File: config.mk
export PLATFORM = sky130hd
export DESIGN_NAME = stream_packetizer
export DESIGN_NICKNAME = d
export VERILOG_FILES = /design/src/rtl/stream_packetizer_pkg.sv /design/src/rtl/stream_packetizer_timer.sv /design/src/rtl/stream_packetizer.sv
export SDC_FILE = /design/constraint.sdc
export NUM_CORES = 1
export LEC_CHECK = 0
export ABC_AREA = 1
export CORE_ASPECT_RATIO = 0.75
export CORE_MARGIN = 4
export CORE_UTILIZATION = 47
export DETAILED_ROUTE_END_ITERATION = 8
export PLACE_DENSITY = 0.78
export SLEW_MARGIN = 10
export SYNTH_ARGS = -nofsm -noshare
export SYNTH_HDL_FRONTEND = slang
export SYNTH_SLANG_ARGS = --single-unit
File: constraint.sdc
create_clock -name clk -period 1.7 [get_ports clk]
set_input_delay 0.255 -clock clk [delete_from_list [all_inputs] [get_ports clk]]
set_output_delay 0.255 -clock clk [all_outputs]
set_load 0.01 [all_outputs]
File: src/rtl/stream_packetizer_pkg.sv
// Shared types and helpers for the stream packetizer.
// Holds the FSM encoding and the counter width rule.
package stream_packetizer_pkg;

    typedef enum logic [1:0] {
        IDLE,
        HOLD,
        EMIT
    } state_e;

    // A zero count still needs a one-bit register.
    function automatic int cnt_w(input int n);
        return ($clog2(n + 1) > 0) ? $clog2(n + 1) : 1;
    endfunction

    function automatic int eot_bit(input int din);
        return din;
    endfunction

endpackage

File: src/rtl/stream_packetizer_timer.sv
// Idle-cycle counter that closes a partial packet.
// Expiry is flagged on the last idle cycle before the limit.
module stream_packetizer_timer
    import stream_packetizer_pkg::*;
#(
    parameter int TIMEOUT = 8
) (
    input  logic clk,
    input  logic rst,
    input  logic clear_i,
    input  logic tick_i,
    input  logic enable_i,
    output logic expired_o
);

    localparam int TW = cnt_w(TIMEOUT);

    logic [TW-1:0] timer_q;
    logic [TW-1:0] timer_d;

    always_comb begin
        timer_d = timer_q;
        if (clear_i) begin
            timer_d = '0;
        end else if (tick_i && enable_i) begin
            timer_d = timer_q + 1'b1;
        end
    end

    assign expired_o = enable_i && (timer_q == TW'(TIMEOUT - 1));

    always_ff @(posedge clk or posedge rst) begin
        if (rst) begin
            timer_q <= '0;
        end else begin
            timer_q <= timer_d;
        end
    end

endmodule

File: src/rtl/stream_packetizer.sv
// Regroups a valid/ready word stream into eot-framed packets.
// One look-ahead word is held until its eot bit is known.
module stream_packetizer
    import stream_packetizer_pkg::*;
#(
    parameter int DIN     = 16,
    parameter int MAX_LEN = 16,
    parameter int TIMEOUT = 8
) (
    input  logic           clk,
    input  logic           rst,
    input  logic           din_valid,
    output logic           din_ready,
    input  logic [DIN-1:0] din_data,
    output logic           dout_valid,
    input  logic           dout_ready,
    output logic [DIN:0]   dout_data
);

    localparam int LW  = cnt_w(MAX_LEN);
    localparam int EOT = eot_bit(DIN);

    state_e          state_q, state_d;
    logic [DIN-1:0]  hold_q, hold_d;
    logic [LW-1:0]   len_q, len_d;
    logic            eot;
    logic            t_clear;
    logic            t_tick;
    logic            t_expired;

    stream_packetizer_timer #(
        .TIMEOUT(TIMEOUT)
    ) u_timer (
        .clk      (clk),
        .rst      (rst),
        .clear_i  (t_clear),
        .tick_i   (t_tick),
        .enable_i (TIMEOUT != 0),
        .expired_o(t_expired)
    );

    always_comb begin
        state_d    = state_q;
        hold_d     = hold_q;
        len_d      = len_q;
        din_ready  = 1'b1;
        dout_valid = 1'b0;
        eot        = 1'b0;
        t_clear    = 1'b0;
        t_tick     = 1'b0;
        unique case (state_q)
            IDLE: begin
                if (din_valid) begin
                    hold_d  = din_data;
                    len_d   = LW'(1);
                    t_clear = 1'b1;
                    state_d = (MAX_LEN == 1) ? EMIT : HOLD;
                end
            end
            HOLD: begin
                din_ready  = dout_ready;
                dout_valid = din_valid;
                if (din_valid && dout_ready) begin
                    hold_d  = din_data;
                    len_d   = len_q + 1'b1;
                    t_clear = 1'b1;
                    if (len_q == LW'(MAX_LEN - 1)) begin
                        state_d = EMIT;
                    end
                end else if (!din_valid) begin
                    // A word offered on the expiry cycle wins over the timeout.
                    t_tick = 1'b1;
                    if (t_expired) begin
                        state_d = EMIT;
                    end
                end
            end
            EMIT: begin
                din_ready  = dout_ready;
                dout_valid = 1'b1;
                eot        = 1'b1;
                if (dout_ready) begin
                    if (din_valid) begin
                        hold_d  = din_data;
                        len_d   = LW'(1);
                        t_clear = 1'b1;
                        state_d = (MAX_LEN == 1) ? EMIT : HOLD;
                    end else begin
                        len_d   = '0;
                        state_d = IDLE;
                    end
                end
            end
            default: begin
                state_d = IDLE;
            end
        endcase
    end

    always_comb begin
        dout_data          = {1'b0, hold_q};
        dout_data[EOT]     = eot;
    end

    always_ff @(posedge clk or posedge rst) begin
        if (rst) begin
            state_q <= IDLE;
            hold_q  <= '0;
            len_q   <= '0;
        end else begin
            state_q <= state_d;
            hold_q  <= hold_d;
            len_q   <= len_d;
        end
    end

endmodule

# [Word level (Yosys, flattened, before mapping)]
# Cells that the tools add are included.
# W data, S select, Z words.
[word_totals] input_bits=20 elab_cells=53 output_inout_bits=19 reg_bits=27
[classes] eq_ne=10 n_mux=29 reduce_logical=8 addsub=2
[ops] op="$mux W16" n=3
[ops] op="$pmux W16 S3" n=1
[ops] op="$mux W5" n=3
[ops] op="$pmux W5 S3" n=1
[ops] op="$mux W2" n=6
[ops] op="$mux W1" n=10
[ops] op="$ne A3 B3 Y1 const B" n=3
[ops] op="$mux W4" n=2
[ops] op="$ne A2 B2 Y1 const B" n=3
[ops] op="$pmux W2 S3" n=1
[ops] op="$add A5 B1 Y5 const B" n=1
[ops] op="$eq A5 B4 Y1 const B" n=1
[ops] op="$reduce_and A5 Y1" n=1
[ops] op="$add A4 B1 Y4 const B" n=1
[ops] op="$eq A4 B3 Y1 const B" n=1
[ops] op="$reduce_and A4 Y1" n=1
[ops] op="$pmux W1 S3" n=1
[ops] op="$reduce_and A3 Y1" n=1
[ops] op="$reduce_bool A3 Y1" n=1
[ops] op="$eq A2 B1 Y1 const B" n=1
[ops] op="$eq A2 B2 Y1 const B" n=1
[ops] op="$logic_not A2 Y1" n=1
[ops] op="$pmux W1 S2" n=1
[ops] op="$reduce_bool A2 Y1" n=1
[ops] op="other kinds (2)" n=2

# [Longest topological paths before layout]
# Gate-level depths: netlist of the first run.
[depth] depth_word=5 depth_mapped=10

# [By module]
# A second synthesis of the first run with hierarchy kept.
[hier_totals] hier_cells=184 area_unflattened_um2=1545.2
[by_module_without_submodules] module="stream_packetizer" area_per_inst_um2=1318.8 instances=1 seq_area_each_um2=575.6 cells_per_inst=156
[by_module_without_submodules] module="stream_packetizer_timer" area_per_inst_um2=226.5 instances=1 seq_area_each_um2=100.1 cells_per_inst=28

# [Least setup slack after synthesis of the first run]
# OpenSTA, ideal clock, no wires.
[synth_path] kind="register -> register" start="register state_q[1]" end="register hold_q[10]" slack_ns=0.269 path_stages_with_launch=11 required_time_ns=1.583 setup_ns=0.117 t_arrival_ns=1.314 n_path_buf=2 cell_sequence="dfrtp_1 inv_1 ha_1 buf_4 nand2_2 nand2_4 clkinv_4 nand2_4 buf_6 nand2_1 nand2_1"
[synth_via] elab_chain_len=3 elab_cells_between_ends=8
[synth_lines] element="start: declaration" line="stream_packetizer.sv:23" rtl="state_e state_q, state_d;"
[synth_lines] element="start signal: assignment" line="stream_packetizer.sv:111" rtl="state_q <= state_d;"
[synth_lines] element="$eq A2 B1 Y1 (tied with other cells)" line="stream_packetizer.sv:51" rtl="unique case (state_q)"
[synth_lines] element="$ne A2 B2 Y1 (no line) / $reduce_bool A3 Y1 (equally long branches)"
[synth_lines] element="$reduce_and A3 Y1 (no line)"
[synth_lines] element="end signal: assignment" line="stream_packetizer.sv:112" rtl="hold_q <= hold_d;"
[synth_lines] element="end: declaration" line="stream_packetizer.sv:24" rtl="logic [DIN-1:0] hold_q, hold_d;"
# Several ways; a longest one is shown, not always the timed one.
# A chain may end at the register's enable or synchronous reset.

# [Final worst setup path of the first run]
[layout_path] start="register state_q[0]" end="output port dout_valid"
[layout_via] elab_chain_len=2 elab_cells_between_ends=3
[layout_lines] element="$eq A2 B2 Y1 / $eq A2 B1 Y1 (equally long branches)" line="stream_packetizer.sv:51"
[layout_lines] element="$pmux W1 S2 *" line="stream_packetizer.sv:51"
[layout_lines] element="end: declaration" line="stream_packetizer.sv:15" rtl="output logic dout_valid,"
# Every way passes the cells marked *; elsewhere a longest branch is shown, timed or not.

==> results.ini, run 1 <==
[power]
power.leakage_nw = 0.962
clkPwrFrac_pct = 10.3
combPwrFrac_pct = 58.0
internal_power_w = 0.00197
max-vdd-ir-drop_uv = 1040
sequentialPowerShare_pct = 31.7
p_switching_w = 0.00140
power_w = 0.00338
switching_share_pct = 41.6
power.density_nw_per_um2 = 1730

[worst_hold_path]
worstHoldPathType = primary input to async pin

[grt]
antenna_found_initial = 0
grt_usage_pct = 16.8
grt_start_max_net_pins = 28
globalRouteOverflowTotal = 0
grt_pass1_wl_um = 5510
grt_pass1_vias = 1243

[critical_path]
path_cells = inv_2, ha_1, a21boi_2, clkdlybuf4s15_2
arrival_ns = 1.39
required_ns = 1.44
start_kind = register
crit_start = state_q[0]
reg2reg_setup_slack_ns = 0.10
timing_worst_setup_path_type = register to output port
critPathMaxStageDelay_ns = 0.37
crit_slowest_cell = dfrtp_1
r2r-end = hold_q[11]
worstSetupEndpointType = output port
crit_path_max_fanout = 3
worst_r2r_path_depth = 9
reg2reg_from = state_q[0]

[synth]
ys_ff_latch = 27
synthCells = 172
synth_flop_cell = dfrtp_1
ys_seq_area_share_pct = 47.7
synth.distinct_cells = 23
synth.cell_area_sq_um = 1420
synthArstFlopShare_pct = 100
syn-num-nets = 199
synth.largest_area_cell = dfrtp_1
synth_area_leaders = dfrtp_1, nand2_1, nand3_1
ys_warn_count = 0
yosysMostFrequentCell = nand2_1
syn_area_per_cell_sq_um = 8.23
yosys-top-cells-count = nand2_1, dfrtp_1, nand3_1
synth-edff-count = 0
synth_top_area_share_pct = 47.7

[sta]
max_freq_mhz = 607
setup_violations = 0
rsz0062_at_grt = true
worst_pin_slew_ns = 0.356
fin_hold_ws_ns = 0.349
slew_headroom_pct = 76.2
period_share_pct = 97.0
finalHoldViolations = 0
timing.final.crit_period_ns = 1.65
fin_skew_ns = 0.00173
slew_viol_final = 0

[cts]
cts-root-buf = clkbuf_8
clk_latency_ns = 0.27
cts_tree = yes
holdBufCountCts = 0
clock_sinks = 27
htree_levels = 1
clkTransAtPathRegs_ns = 0.08
clk_path_buf_depth = 2
numCtsBuffers = 3

[route]
ant_nets = 0
detail_route.wl_per_cell_um = 12.5
via_count = 1275
drc_errors = 0
dr.pass1.iters = 4
wirelength_um = 3200
drtIter0Drc = 54
drt-vias-per-instance = 4.98

[cells_and_area]
fin_util_pct = 71.0
finalInstanceArea_sq_um = 1950
drive_gt1_share_pct = 12.7
syn2layout_area_growth_pct = 37.5
stdcell_count = 256
num_antenna_cells = 0
fillers = 193
finalNetCount = 248

[placed_design]
dp.cells = 251
io_buffers = 38
place_area_sq_um = 1880
place.gp.congestion = 0.787
hpwlAfterDp_um = 2560

[floorplan]
dieWidth_um = 71.4
dieArea_sq_um = 3960
initial_core_util_pct = 51.6
fp.coreArea_sq_um = 2740
dieHeight_um = 55.5
ios = 39
rows = 16

[run_status]
status = finished clean

[flow_run]
cap_viol_max_count = 0

## layer usage
metal / part of all wire, % / up-vias / global-route usage, %
met2: 50 / 30 / 27.4
met4: 0.66 / 0 / 3.75
met1: 44 / 599 / 22.1
li1: - / 644 / -
met5: 0 / - / 0
met3: 5.4 / 2 / 4.89
## cells by family after synthesis
family          count (synthesis)  synth area share, %
flops                          27                 47.7
fa+ha+maj                       7                 6.18
compound gates                 10                 4.68
buf+inv                        21                 7.51
xor+xnor                        2                 1.24
simple gates                  105                 32.7
## placed cells by master (no fill, tap or decap), drive strengths merged
| cell type | instances |
|---|---|
| a21oi | 3 |
| clkbuf | 4 |
| xor2 | 2 |
| nand3 | 23 |
| ha | 7 |
| clkdlybuf4s15 | 2 |
| buf | 11 |
| o211ai | 1 |
| dlygate4sd2 | 1 |
| clkdlybuf4s50 | 35 |
| nor3 | 2 |
| or2 | 1 |
| nand4 | 4 |
| nor2 | 10 |
| o21ai | 5 |
| a21boi | 1 |
| nand2 | 65 |
| dfrtp | 27 |
| clkinv | 1 |
| inv | 15 |
## how the worst max path moves through the flow
stage               depth (start not counted)         end  slack (ns)
floorplan                                  10  hold_q[10]        0.27
global placement                            4  dout_valid       -0.05
detailed placement                          4  dout_valid       -0.07
CTS                                         4  dout_valid        0.01
global route                                4  dout_valid       -0.02
finish                                      4  dout_valid        0.05
## power by group through the flow
stage / registers (W) / logic, W / clock network, W
2_1_floorplan: 0.00117 / 0.00103 / 0
3_3_place_gp: 0.00106 / 0.00184 / 0
6_report: 0.00107 / 0.00196 / 0.000349
5_1_grt: 0.00110 / 0.00219 / 0.000386
3_5_place_dp: 0.00108 / 0.00192 / 0
4_1_cts: 0.00107 / 0.00193 / 0.000357
## flip-flops by register name, indices dropped and copies added, names as in the netlist
name / count
state_q: 2
hold_q: 16
len_q: 5
u_timer.timer_q: 4
## repair_timing
action,CTS,global route
setup endpoints to repair,3,7
setup buffers,1,0
resized for setup,5,7
## layout make-up
type,count,area [sq um],share of cell area (%)
flip-flops and latches,27,676,34.7
inverters,16,65.1,3.34
clock buffers,4,45.0,2.31
well taps,36,45.0,2.31
multi-input cells,124,654,33.6
repair buffers,49,463,23.8
## stage by stage
| step | setup WS [ns] | setup TNS, ns |
|---|---|---|
| 2_1_floorplan | 0.269 | 0 |
| 3_3_place_gp | -0.0465 | -0.0465 |
| 3_5_place_dp | -0.0675 | -0.0675 |
| 4_1_cts | 0.0115 | 0 |
| 5_1_grt | -0.0167 | -0.0167 |
| 6_report | 0.0517 | 0 |
## critical path: cells and delay by family, from the launching register on
kind / cells / cell delay (ns)
AOI/OAI and AO/OA: 1 / 0.16
adders and majority gates: 1 / 0.32
buffers and inverters: 2 / 0.28
DFF: 1 / 0.37
Note: power is estimated with default switching activity, not from simulation.
==> run 2, diff against run 1 <==
--- a/constraint.sdc
+++ b/constraint.sdc
@@ -3,2 +3,2 @@
 set_output_delay 0.255 -clock clk [all_outputs]
-set_load 0.01 [all_outputs]
+set_load 0.05 [all_outputs]
==> run 2 against run 1 <==
Compared with the run above:
- flip-flop and latch count unchanged
- die area unchanged
- non-clock buffer count rose by 1
- first-iteration DRC count increased by 11%
- utilization rose by 1.5 points
- power increased by 25%
- clock skew is 0.00061 ns higher
- critical endpoint unchanged
- largest cell class is now multi-input combinational cells
- largest power group unchanged
==> results.ini, run 2 (synthesized netlist as in run 1, its figures left out) <==
[cts]
clk_latency_ns = 0.26  ; about the same
clkTransAtPathRegs_ns = 0.08  ; about the same
numCtsBuffers = 3  ; unchanged
clock_sinks = 27  ; unchanged
clk_path_buf_depth = 2  ; unchanged
htree_levels = 1  ; unchanged
holdBufCountCts = 0  ; unchanged
cts-root-buf = clkbuf_8
cts_tree = yes

[sta]
fin_skew_ns = 0.00234  ; +0.000611 ns
slew_viol_final = 0  ; unchanged
period_share_pct = 96.5  ; -0.42 points
timing.final.crit_period_ns = 1.64  ; -0.00711 ns
setup_violations = 0  ; unchanged
finalHoldViolations = 0  ; unchanged
worst_pin_slew_ns = 0.337  ; -0.0195 ns
max_freq_mhz = 609  ; +0.43%
fin_setup_tns_ns = 0  ; unchanged
slew_headroom_pct = 77.5  ; +1.3 points
rsz0062_at_grt = false

[grt]
grt_pass1_wl_um = 5550  ; +0.62%
grt_pass1_vias = 1191  ; -4.2%
grt_usage_pct = 17.1  ; +0.22 points
antenna_found_initial = 0  ; unchanged
grt_start_max_net_pins = 28  ; unchanged
globalRouteOverflowTotal = 0  ; unchanged

[critical_path]
worst_r2r_path_depth = 9  ; unchanged
critPathBufInv = 2  ; unchanged
crit_path_max_fanout = 4  ; +1
path_cells = inv_4, ha_4, a21boi_4, buf_12
crit_slowest_cell = dfrtp_1
critPathMaxStageDelay_ns = 0.43  ; +0.06 ns
crit_family = flip-flops
start_kind = register
required_ns = 1.44  ; about the same
reg2reg_setup_slack_ns = 0.14  ; +0.04 ns
worstSetupEndpointType = output port
timing_worst_setup_path_type = register to output port
reg2reg_from = state_q[0]
r2r-end = len_q[2]
arrival_ns = 1.39  ; about the same

[power]
power_w = 0.00421  ; +25%
power.leakage_nw = 1.01  ; +5.5%
max-vdd-ir-drop_uv = 1100  ; +5.7%
power.density_nw_per_um2 = 2120  ; +22%

[floorplan]
initial_core_util_pct = 51.6  ; unchanged
dieWidth_um = 71.4  ; unchanged
rows = 16  ; unchanged
fp.coreArea_sq_um = 2740  ; unchanged
ios = 39  ; unchanged
dieArea_sq_um = 3960  ; unchanged
dieHeight_um = 55.5  ; unchanged

[placed_design]
io_buffers = 38  ; unchanged
dp.cells = 244  ; -2.8%
place.gp.congestion = 0.788  ; +0.14%
hpwlAfterDp_um = 2470  ; -3.6%

[worst_hold_path]
worstHoldPathType = primary input to async pin

[cells_and_area]
num_antenna_cells = 0  ; unchanged
top_regs = hold_q x16, len_q x5, u_timer.timer_q x4
largest_register = hold_q
largest_reg_flops = 16  ; unchanged
drive_gt1_share_pct = 22.6  ; +9.9 points
final_common_cell = nand2_1
fin_util_pct = 72.5  ; +1.5 points
syn2layout_area_growth_pct = 40.5
finalNetCount = 249  ; +0.40%
stdcell_count = 257  ; +0.39%
most-common-layout-cells = nand2_1, buf_4, dfrtp_1

[route]
via_count = 1296  ; +1.6%
drc_errors = 0  ; unchanged
detail_route.wl_per_cell_um = 13.1  ; +4.6%
drt-vias-per-instance = 5.04  ; +1.3%
ant_nets = 0  ; unchanged
dr.pass1.iters = 4  ; unchanged
wirelength_um = 3360  ; +5.0%
drtIter0Drc = 60  ; +11%

[flow_run]
cap_viol_max_count = 0  ; unchanged

[run_status]
status = finished clean

==> run 2: cell types whose count changed in the layout (fill, tap and decap cells not counted), moves of 2 or more <==
cell and delta:
buf_4 +16, clkdlybuf4s50_1 -16, buf_12 +3, ha_4 +3, ha_1 -2, nand2_4 +2
==> run 2: how the worst max path moves through the flow <==
stage | slack (ns) | from | depth (start not counted) | endpoint
finish | 0.06 | state_q[0] | 4 | dout_valid
global route | 0.01 | state_q[0] | 4 | dout_valid
CTS | 0.01 | state_q[1] | 5 | dout_valid
detailed placement | 0.06 | din_valid | 8 | hold_q[15]
global placement | 0.14 | din_valid | 8 | hold_q[12]
floorplan | 0.08 | state_q[1] | 5 | dout_valid
==> run 2: power by group <==
part / internal (W) / total, W / switching [W]
clock network: 0.000167 / 0.000348 / 0.000180
registers: 0.000908 / 0.00110 / 0.000189
logic: 0.00100 / 0.00277 / 0.00176
==> run 2: tightest hold or removal path: cells and delay by family <==
kind / cells / cell delay [ns]
buf+inv: 3 / 0.76
==> run 2: cell type report <==
| cell class | count | area (sq um) |
|---|---|---|
| Sequential cell | 27 | 677 |
| Fill cell | 192 | 753 |
| Multi-Input combinational cell | 124 | 691 |
| Clock buffer | 4 | 45.0 |
| Timing Repair Buffer | 50 | 464 |
| Inverter | 16 | 67.6 |
| Tap cell | 36 | 45.0 |
==> run 2: what timing repair did <==
action                                  4_1_cts  5_1_grt
gates resized for setup                       9        4
buffers inserted                              4        5
endpoints found under the hold margin         0        0
pin swaps                                     0        2
endpoints found under the setup margin        2        1
==> run 2: layer usage <==
| layer | global-route usage [%] | vias up | share of wire, % |
|---|---|---|---|
| met2 | 27.7 | 42 | 50 |
| met4 | 2.95 | 0 | 0.57 |
| met3 | 5.25 | 4 | 6.6 |
| met5 | 0 | - | 0 |
| met1 | 22.6 | 603 | 43 |
| li1 | - | 647 | - |
==> run 2: metrics by stage <==
step	area (sq um)	worst slack, ns	hold WS [ns]
2_1_floorplan	1420	0.0806	0.308
3_3_place_gp	1820	0.138	0.461
3_5_place_dp	1820	0.0627	0.466
4_1_cts	1940	0.0147	0.362
5_1_grt	1990	0.0115	0.372
6_report	1990	0.0588	0.346
